===== src/rtl/clause_sweep_controller.sv =====
// Clause-memory sweep sequencer: issues every row to the evaluator, collects satisfied masks in order,
// and reports completion, first conflict (row / global clause index) and a running satisfied-clause count.
module clause_sweep_controller #(
  parameter int NUM_CLAUSES           = 64,
  parameter int NUM_CLAUSES_PER_CYCLE = 16,
  parameter bit EARLY_EXIT            = 1'b0,
  localparam int NUM_ROWS = NUM_CLAUSES / NUM_CLAUSES_PER_CYCLE,
  localparam int RB       = (NUM_ROWS > 1) ? $clog2(NUM_ROWS) : 1,
  localparam int CB       = $clog2(NUM_CLAUSES),
  localparam int SB       = $clog2(NUM_CLAUSES + 1)
) (
  input  logic                             i_clk,
  input  logic                             i_rst,
  input  logic                             i_start,
  input  logic                             i_abort,
  output logic [RB-1:0]                    o_row_addr,
  output logic                             o_row_valid,
  input  logic                             i_row_ready,
  input  logic                             i_eval_valid,
  input  logic [NUM_CLAUSES_PER_CYCLE-1:0] i_eval_sat_mask,
  output logic                             o_busy,
  output logic                             o_done,
  output logic                             o_all_sat,
  output logic                             o_conflict,
  output logic [RB-1:0]                    o_conflict_row,
  output logic [CB-1:0]                    o_conflict_clause,
  output logic [SB-1:0]                    o_sat_count
);

  localparam int NP = NUM_CLAUSES_PER_CYCLE;
  localparam int IB = (NP > 1) ? $clog2(NP) : 1;
  localparam int CW = RB + 1;
  localparam logic [CW-1:0] ROWS_CNT = CW'(NUM_ROWS);
  localparam logic [RB-1:0] LAST_ROW = RB'(NUM_ROWS - 1);

  typedef enum logic [1:0] {S_IDLE, S_SWEEP, S_DRAIN, S_DONE} state_t;

  state_t        r_state;
  state_t        w_state_nxt;
  logic [CW-1:0] r_issued_cnt;
  logic [CW-1:0] r_res_cnt;
  logic [RB-1:0] r_row_addr;
  logic          r_conflict;
  logic [RB-1:0] r_conflict_row;
  logic [CB-1:0] r_conflict_clause;
  logic [SB-1:0] r_sat_count;

  logic          w_active;
  logic          w_issue_done;
  logic          w_row_valid;
  logic          w_hs;
  logic [CW-1:0] w_issued_nxt;
  logic          w_acc;
  logic [CW-1:0] w_res_nxt;
  logic          w_new_conf;
  logic          w_conflict_nxt;
  logic          w_finish_nxt;
  logic          w_clear;
  logic [CB-1:0] w_clause;

  function automatic logic [SB-1:0] popcount(input logic [NP-1:0] m);
    logic [SB-1:0] c;
    c = '0;
    for (int i = 0; i < NP; i++) c = c + SB'(m[i]);
    return c;
  endfunction

  function automatic logic [IB-1:0] lowest_zero(input logic [NP-1:0] m);
    logic [IB-1:0] idx;
    idx = '0;
    for (int i = NP - 1; i >= 0; i--) if (!m[i]) idx = IB'(i);
    return idx;
  endfunction

  assign w_active     = (r_state == S_SWEEP) || (r_state == S_DRAIN);
  assign w_issue_done = (r_issued_cnt == ROWS_CNT) || (EARLY_EXIT && r_conflict);
  assign w_row_valid  = (r_state == S_SWEEP) && !w_issue_done;
  assign w_hs         = w_row_valid && i_row_ready;
  assign w_issued_nxt = r_issued_cnt + CW'(w_hs);

  // A result may belong to the row handed over in this very cycle (zero-latency evaluator).
  assign w_acc          = w_active && i_eval_valid && (r_res_cnt < w_issued_nxt);
  assign w_res_nxt      = r_res_cnt + CW'(w_acc);
  assign w_new_conf     = w_acc && !r_conflict && (i_eval_sat_mask != '1);
  assign w_conflict_nxt = r_conflict || w_new_conf;
  assign w_finish_nxt   = (w_issued_nxt == ROWS_CNT) || (EARLY_EXIT && w_conflict_nxt);
  assign w_clause       = CB'(r_res_cnt[RB-1:0]) * CB'(NP) + CB'(lowest_zero(i_eval_sat_mask));

  assign w_clear = (((r_state == S_IDLE) || (r_state == S_DONE)) && i_start) ||
                   (w_active && i_abort);

  always_comb begin
    w_state_nxt = r_state;
    case (r_state)
      S_IDLE:  if (i_start) w_state_nxt = S_SWEEP;
      S_SWEEP: begin
        if (i_abort)           w_state_nxt = S_IDLE;
        else if (w_finish_nxt) w_state_nxt = (w_res_nxt == w_issued_nxt) ? S_DONE : S_DRAIN;
      end
      S_DRAIN: begin
        if (i_abort)                       w_state_nxt = S_IDLE;
        else if (w_res_nxt == w_issued_nxt) w_state_nxt = S_DONE;
      end
      S_DONE:  if (i_start) w_state_nxt = S_SWEEP;
      default: w_state_nxt = S_IDLE;
    endcase
  end

  always_ff @(posedge i_clk or posedge i_rst) begin
    if (i_rst) r_state <= S_IDLE;
    else       r_state <= w_state_nxt;
  end

  always_ff @(posedge i_clk or posedge i_rst) begin
    if (i_rst) begin
      r_issued_cnt      <= '0;
      r_res_cnt         <= '0;
      r_row_addr        <= '0;
      r_conflict        <= 1'b0;
      r_conflict_row    <= '0;
      r_conflict_clause <= '0;
      r_sat_count       <= '0;
    end else if (w_clear) begin
      r_issued_cnt      <= '0;
      r_res_cnt         <= '0;
      r_row_addr        <= '0;
      r_conflict        <= 1'b0;
      r_conflict_row    <= '0;
      r_conflict_clause <= '0;
      r_sat_count       <= '0;
    end else if (w_active) begin
      if (w_hs) begin
        r_issued_cnt <= w_issued_nxt;
        r_row_addr   <= (r_row_addr == LAST_ROW) ? '0 : r_row_addr + RB'(1);
      end
      if (w_acc) begin
        r_res_cnt   <= w_res_nxt;
        r_sat_count <= r_sat_count + popcount(i_eval_sat_mask);
      end
      if (w_new_conf) begin
        r_conflict        <= 1'b1;
        r_conflict_row    <= r_res_cnt[RB-1:0];
        r_conflict_clause <= w_clause;
      end
    end
  end

  assign o_row_addr        = r_row_addr;
  assign o_row_valid       = w_row_valid;
  assign o_busy            = w_active;
  assign o_done            = (r_state == S_DONE);
  assign o_all_sat         = (r_state == S_DONE) && !r_conflict;
  assign o_conflict        = r_conflict;
  assign o_conflict_row    = r_conflict_row;
  assign o_conflict_clause = r_conflict_clause;
  assign o_sat_count       = r_sat_count;

endmodule


===== config.mk =====
export PLATFORM = sky130hd
export DESIGN_NAME = clause_sweep_controller
export DESIGN_NICKNAME = d
export VERILOG_FILES = /design/src/rtl/clause_sweep_controller.sv
export SDC_FILE = /design/constraint.sdc
export NUM_CORES = 1
export LEC_CHECK = 0
export CORE_UTILIZATION = 55
export CTS_CLUSTER_DIAMETER = 40
export CTS_CLUSTER_SIZE = 8
export DETAILED_ROUTE_END_ITERATION = 6
export GPL_TIMING_DRIVEN = 0
export PLACE_DENSITY_LB_ADDON = 0.05
export SLEW_MARGIN = 0
export SYNTH_ARGS = -nofsm -noshare
export SYNTH_HDL_FRONTEND = slang
export SYNTH_SLANG_ARGS = --single-unit

===== constraint.sdc =====
create_clock -name i_clk -period 9.57 [get_ports i_clk]
set_clock_uncertainty 0.15 [all_clocks]
set_input_delay 0.957 -clock i_clk [delete_from_list [all_inputs] [get_ports i_clk]]
set_output_delay 0.957 -clock i_clk [all_outputs]
set_load 0.02 [all_outputs]

==> flow_metrics.env <==
export IMPL_drive_gt1_frac=0.0669
export IMPL_ioPinCount=44
export IMPL_rows=21
export IMPL_ant_nets=0
export IMPL_power_frac_comb=0.646
export IMPL_start_kind="input port"
export IMPL_internal_power_w=0.000323
export IMPL_hold_path_class="reg2reg"
export IMPL_hold_depth=1
export IMPL_power_density_nw_per_um2=225
export IMPL_fin_tns_setup_ns=0
export IMPL_cts_sinks=24
export IMPL_dieHeight_um=62.6
export IMPL_async_reset_ff_frac=1.00
export IMPL_vias=1622
export IMPL_top_usage_layer="met2"
export IMPL_portBuffers=43
export IMPL_crit_family="adder cells"
export IMPL_critPathMaxFanout=5
export IMPL_cts_hold_buf=0
export IMPL_cts_tree="yes"
export IMPL_place_ws_ns=4.03
export IMPL_drv_cap=0
export IMPL_totalWireLength_mm=4.05
export IMPL_htreeDepth=1
export IMPL_end_kind="register"
export IMPL_critical_path_slowest_cell="fa_1"
export IMPL_dpl_cell_area_sq_um=2510
export IMPL_p_leak_nw=1.20
export IMPL_dp_hpwl_mm=3.26
export IMPL_clk_latency_ns=0.33
export IMPL_holdCritStartpoint="o_conflict_clause[3]"
export IMPL_status="complete, no violations"
export IMPL_instances_no_fill=300
export IMPL_r2r_end="r_state[0]"
export IMPL_final_setup_viol_count=0
export IMPL_wl_per_cell_um=13.5
export IMPL_syn_avg_cell_area_sq_um=9.76
export IMPL_dr_first_iter_drc_count=53
export IMPL_ys_warnings_count=0
export IMPL_layout_commonest_cell="clkdlybuf4s50_1"
export IMPL_antenna_found_initial=0
export IMPL_syn_to_final_growth_pct=26.8
export IMPL_final_cell_mix="clkdlybuf4s50_1, inv_1, dfrtp_1, ha_1, nor2_1"
export IMPL_vias_per_cell=5.41
export IMPL_rsz0062_at_grt="false"
export IMPL_timing_final_crit_share=0.544
export IMPL_sw_frac_of_total=0.438
export IMPL_vdd_drop_max_mv=0.187
export IMPL_overflow=0
export IMPL_worst_pin_slew_ns=0.881
export IMPL_core_area_sq_um=3420
export IMPL_met1_usage=0.337
export IMPL_grt_pass1_vias=1619
export IMPL_grtUsageMet3=0.0456
export IMPL_drc=0
export IMPL_cp_arrival_ns=5.30
export IMPL_gp_congestion=0.827
export IMPL_stdcell_area_sq_um=2560
export IMPL_start_util=0.591
export IMPL_synth_edf_count=0
export IMPL_grt_util_all_layers=0.235
export IMPL_crit_top_cell="fa_1"
export IMPL_cpPeakStageDelay_ns=0.56
export IMPL_path_class="in2reg"
export IMPL_grt_max_degree=25
export IMPL_cts_buffers=3
export IMPL_synth_nets=259
export IMPL_slew_viol_final=0
export IMPL_min_to="o_conflict_clause[3]"
export IMPL_postCtsSetupRepairBufs=0
export IMPL_dr_pass1_iters=4
export IMPL_syn_area_sq_um=2020
export IMPL_cts_root_buffer_cell="clkbuf_4"
export IMPL_path_clk_slew_ns=0.14
export IMPL_power_frac_seq=0.225
export IMPL_die_area_sq_um=3920
export IMPL_fin_nets=307
export IMPL_postLayoutSetupSlackWorst_ns=4.37
export IMPL_required_ns=9.66
export IMPL_synth_main_ff_cell="dfrtp_1"
export IMPL_fillers=267
export IMPL_cts_resized=0
export IMPL_dpl_cell_count=296
export IMPL_slew_limit_headroom=0.412
export IMPL_diodes=0
export IMPL_r2r_cells=15
export IMPL_ys_ff_latch=24
export IMPL_cp_num_buf_inv=2
export IMPL_rrSetupSlack_ns=5.10
export IMPL_ys_types=45
export IMPL_cts_path_max_buffers=2
export IMPL_clkPwrFrac=0.129
export IMPL_r2r_start="r_issued_cnt[2]"
export IMPL_syn_inst=207
export IMPL_groute_layer_met2_usage=0.370
export IMPL_power_w=0.000575
export IMPL_min_period_ns=5.20
export IMPL_worstPathCellList="clkdlybuf4s50_1 -> inv_1 -> fa_1 -> fa_1 -> fa_1 -> fa_1 -> fa_1 -> fa_1 -> nor2b_1 -> o31a_1 -> o21ai_0 -> or3_1 -> a21oi_1"
export IMPL_fmax_ghz=0.192
export IMPL_die_w_um=62.6
export IMPL_grt_pass1_wl_mm=7.34
export IMPL_hold_violations=0
export IMPL_yosysSeqAreaShare=0.297
export IMPL_switching_power_w=0.000252
## area by class of cell
class,count,area [sq um],area share
Multi-Input combinational cell,149,1280,0.501
Sequential cell,24,601,0.235
Timing Repair Buffer,43,430,0.168
Inverter,31,116,0.0455
Tap cell,46,57.6,0.0225
Clock inverter,1,30.0,0.0117
Clock buffer,3,22.5,0.00880
Buffer,3,18.8,0.00733
## how the worst max path moves through the flow
stage / start / end / slack (ns) / depth (start not counted)
2_1_floorplan: i_eval_sat_mask[0] / o_sat_count[6] / 4.82 / 12
3_3_place_gp: i_eval_sat_mask[5] / o_sat_count[6] / 4.07 / 13
3_5_place_dp: i_eval_sat_mask[5] / o_sat_count[6] / 4.03 / 13
4_1_cts: i_eval_sat_mask[5] / o_sat_count[6] / 4.36 / 13
5_1_grt: i_eval_sat_mask[5] / o_sat_count[6] / 4.21 / 13
6_report: i_eval_sat_mask[5] / o_sat_count[6] / 4.37 / 13
## per-layer routing
layer | vias to the layer above | share of wire
li1 | 806 | -
met1 | 766 | 0.49
met2 | 46 | 0.45
met3 | 4 | 0.049
met4 | 0 | 0.0057
met5 | - | 0
## synthesized netlist by cell type, drive strengths merged, types with 3 or more instances
library cell   n  area, sq um
a21oi         11         55.1
a22o           4         35.0
a32o           3         30.0
dfrtp         24          601
fa            12          240
ha            18          225
inv           30          113
mux2i          8         80.1
nand2         13         48.8
nand2b         4         35.0
nand4          3         18.8
nor2          17         63.8
nor2b          4         25.0
nor3           7         46.3
o21a           4         30.0
o21ai          8         40.0
xnor2          4         42.6
xor2           4         35.0
## per-stage QoR
step	util	hold slack, ns
floorplan	-	0.352
global placement	0.734	0.339
detailed placement	0.734	0.348
CTS	0.749	0.379
global route	0.749	0.399
finish	0.749	0.372
## power by group through the flow
stage	sequential [W]	clock, W	combinational, W
floorplan	0.000140	0	0.000257
global placement	0.000131	0	0.000363
detailed placement	0.000132	0	0.000372
CTS	0.000130	0.0000751	0.000375
global route	0.000132	0.0000793	0.000420
finish	0.000130	0.0000741	0.000372
## flip-flops by register name, indices dropped and copies added (netlist names)
register / count
r_state: 2
r_issued_cnt: 3
o_row_addr: 2
o_conflict_clause: 4
o_conflict: 1
o_sat_count: 7
r_res_cnt: 3
o_conflict_row: 2
## cell families after synthesis
| group | synth area share |
|---|---|
| flops | 0.297 |
| fa+ha+maj | 0.230 |
| simple gates | 0.149 |
| xor+xnor | 0.0384 |
| mux | 0.0397 |
| compound gates | 0.178 |
| buf+inv | 0.0669 |
(Power assumes the default switching activity.)
==> RTL change: new RTL, same flow settings <==
The parameter `NUM_CLAUSES` goes from 64 to 256.
--- a/src/rtl/clause_sweep_controller.sv
+++ b/src/rtl/clause_sweep_controller.sv
@@ -2,5 +2,5 @@
 // and reports completion, first conflict (row / global clause index) and a running satisfied-clause count.
 module clause_sweep_controller #(
-  parameter int NUM_CLAUSES           = 64,
+  parameter int NUM_CLAUSES           = 256,
   parameter int NUM_CLAUSES_PER_CYCLE = 16,
   parameter bit EARLY_EXIT            = 1'b0,
Interface: changed (resized o_conflict_clause, o_conflict_row, o_row_addr and o_sat_count); port bits go from 44 to 52. No check against the original RTL was run, so the function may have changed too.
==> RTL change against the unedited design <==
Via count is 40% higher. Largest cell class unchanged. Worst setup slack worse by 0.31 ns. Wire length is 45% higher. Sequential share of layout area is 2.3 points higher. The run now ends with DRC left. Power is 5.9% higher. Highest routed layer unchanged. Sequential cell count is 10 higher. Area after synthesis is 31% higher. Design area is 29% higher.
==> RTL change: results <==
metrics = {
    "global_routing": {
        "grt_pass1_wl_um": 10400,
        "grt_pass1_vias": 2240,
        "grt_usage_pct": 25.71,
        "grt_max_degree": 35,
    },
    "status": {
        "violations": "DRC",
        "status": "finished, violations left",
    },
    "synthesis": {
        "syn-num-nets": 326,
        "synth_xor_xnor_area_share_pct": 5.306,
        "synthAdderAreaFrac_pct": 18.00,
        "synth-compound-area-share_pct": 19.23,
        "syn_area_per_cell_um2": 9.640,
        "synthDistinctLibCells": 54,
        "ys_seq_area_share_pct": 32.21,
        "synth_common_cells": "34 x dfrtp_1, 29 x inv_1, 18 x ha_1",
        "ys.flop_type": "dfrtp_1",
        "synthMuxAreaShare_pct": 3.505,
        "synthTopCellsByArea": "dfrtp_1 32%, fa_1 9.1%, ha_1 8.5%, inv_1 4.1%, xor2_1 3.0%",
    },
    "worst_setup_path": {
        "r2r_cells": 19,
        "cpPeakStageDelay_ns": 0.42,
        "crit_slowest_cell": "clkdlybuf4s50_1",
        "cp_max_fo": 7,
    },
    "clock_network": {
        "htree_num_levels": 2,
        "cts_buffers": 5,
        "clk_pin_slew_ns": 0.07,
        "clk_latency_ns": 0.29,
        "clockRootBuffer": "clkbuf_8",
    },
    "route": {
        "drcViolationCount": 3,
        "via_per_inst": 5.893,
        "totalWireLength_um": 5887,
        "drt_iter0_markers": 106,
        "dr.pass1.iters": 6,
    },
    "place": {
        "port_buffers": 50,
        "gp_congestion": 0.8165,
        "dp_hpwl_um": 4601,
        "dpl-instance-area_um2": 3207,
        "dp_slack_ns": 3.760,
    },
    "sta": {
        "worstMarginPinSlew_ns": 0.7760,
    },
    "cells_and_area": {
        "fillers": 362,
        "n_antenna_cell": 0,
        "largest_reg_flops": 9,
        "final_layout_size_suffix_gt1_share_pct": 7.229,
        "fin_cells": 384,
    },
    "pwr": {
        "vdd_drop_max_mv": 0.1534,
        "leakagePower_nw": 1.474,
    },
}
RTL change: area by class of cell:
type	instances	area [µm²]	share of cell area, %
clock inverters	2	12.51	0.3789
multi-input cells	199	1609	48.73
repair buffers	50	500.5	15.16
flip-flops and latches	34	850.8	25.77
inverters	29	108.9	3.297
clock buffers	6	82.58	2.501
well taps	52	65.06	1.970
plain buffers	12	72.57	2.198
RTL change: worst paths after layout:
path                            slack (ns)              endpoint            startpoint
worst min register to register        0.36  o_conflict_clause[0]  o_conflict_clause[0]
worst max-delay path                  4.06            r_state[0]           i_row_ready
min in group asynchronous             0.96         o_row_addr[3]                 i_rst
max in group asynchronous             7.84        o_sat_count[0]                 i_rst
worst min-delay path                  0.36  o_conflict_clause[0]  o_conflict_clause[0]
worst max register to register        4.07            r_state[0]       r_issued_cnt[1]
RTL change: per-layer routing:
metal / GRT usage [%] / routed length, µm
met3: 3.938 / 206
met2: 42.12 / 2836
met5: 0 / 0
met1: 35.81 / 2765
met4: 6.889 / 79
RTL change: where the power goes:
part / total (mW) / internal, mW / switching, mW / leakage [nW]
registers: 0.166 / 0.155 / 0.0112 / 0.471
clock network: 0.112 / 0.0578 / 0.0544 / 0.0472
logic: 0.331 / 0.142 / 0.189 / 0.956
total: 0.609 / 0.354 / 0.255 / 1.47
RTL change: worst reg2reg max path: stages (launching register included):
cell	delay [ns]
dfrtp_1	0.41
or2_2	0.31
o311ai_1	0.55
inv_1	0.18
ha_1	0.26
ha_1	0.39
inv_1	0.07
ha_1	0.27
a21oi_1	0.07
maj3_1	0.38
o21a_1	0.27
nand2_1	0.21
inv_1	0.07
ha_1	0.20
ha_1	0.32
xor2_1	0.18
nor3_1	0.27
a311oi_1	0.14
nor3_1	0.32
mux2_2	0.37
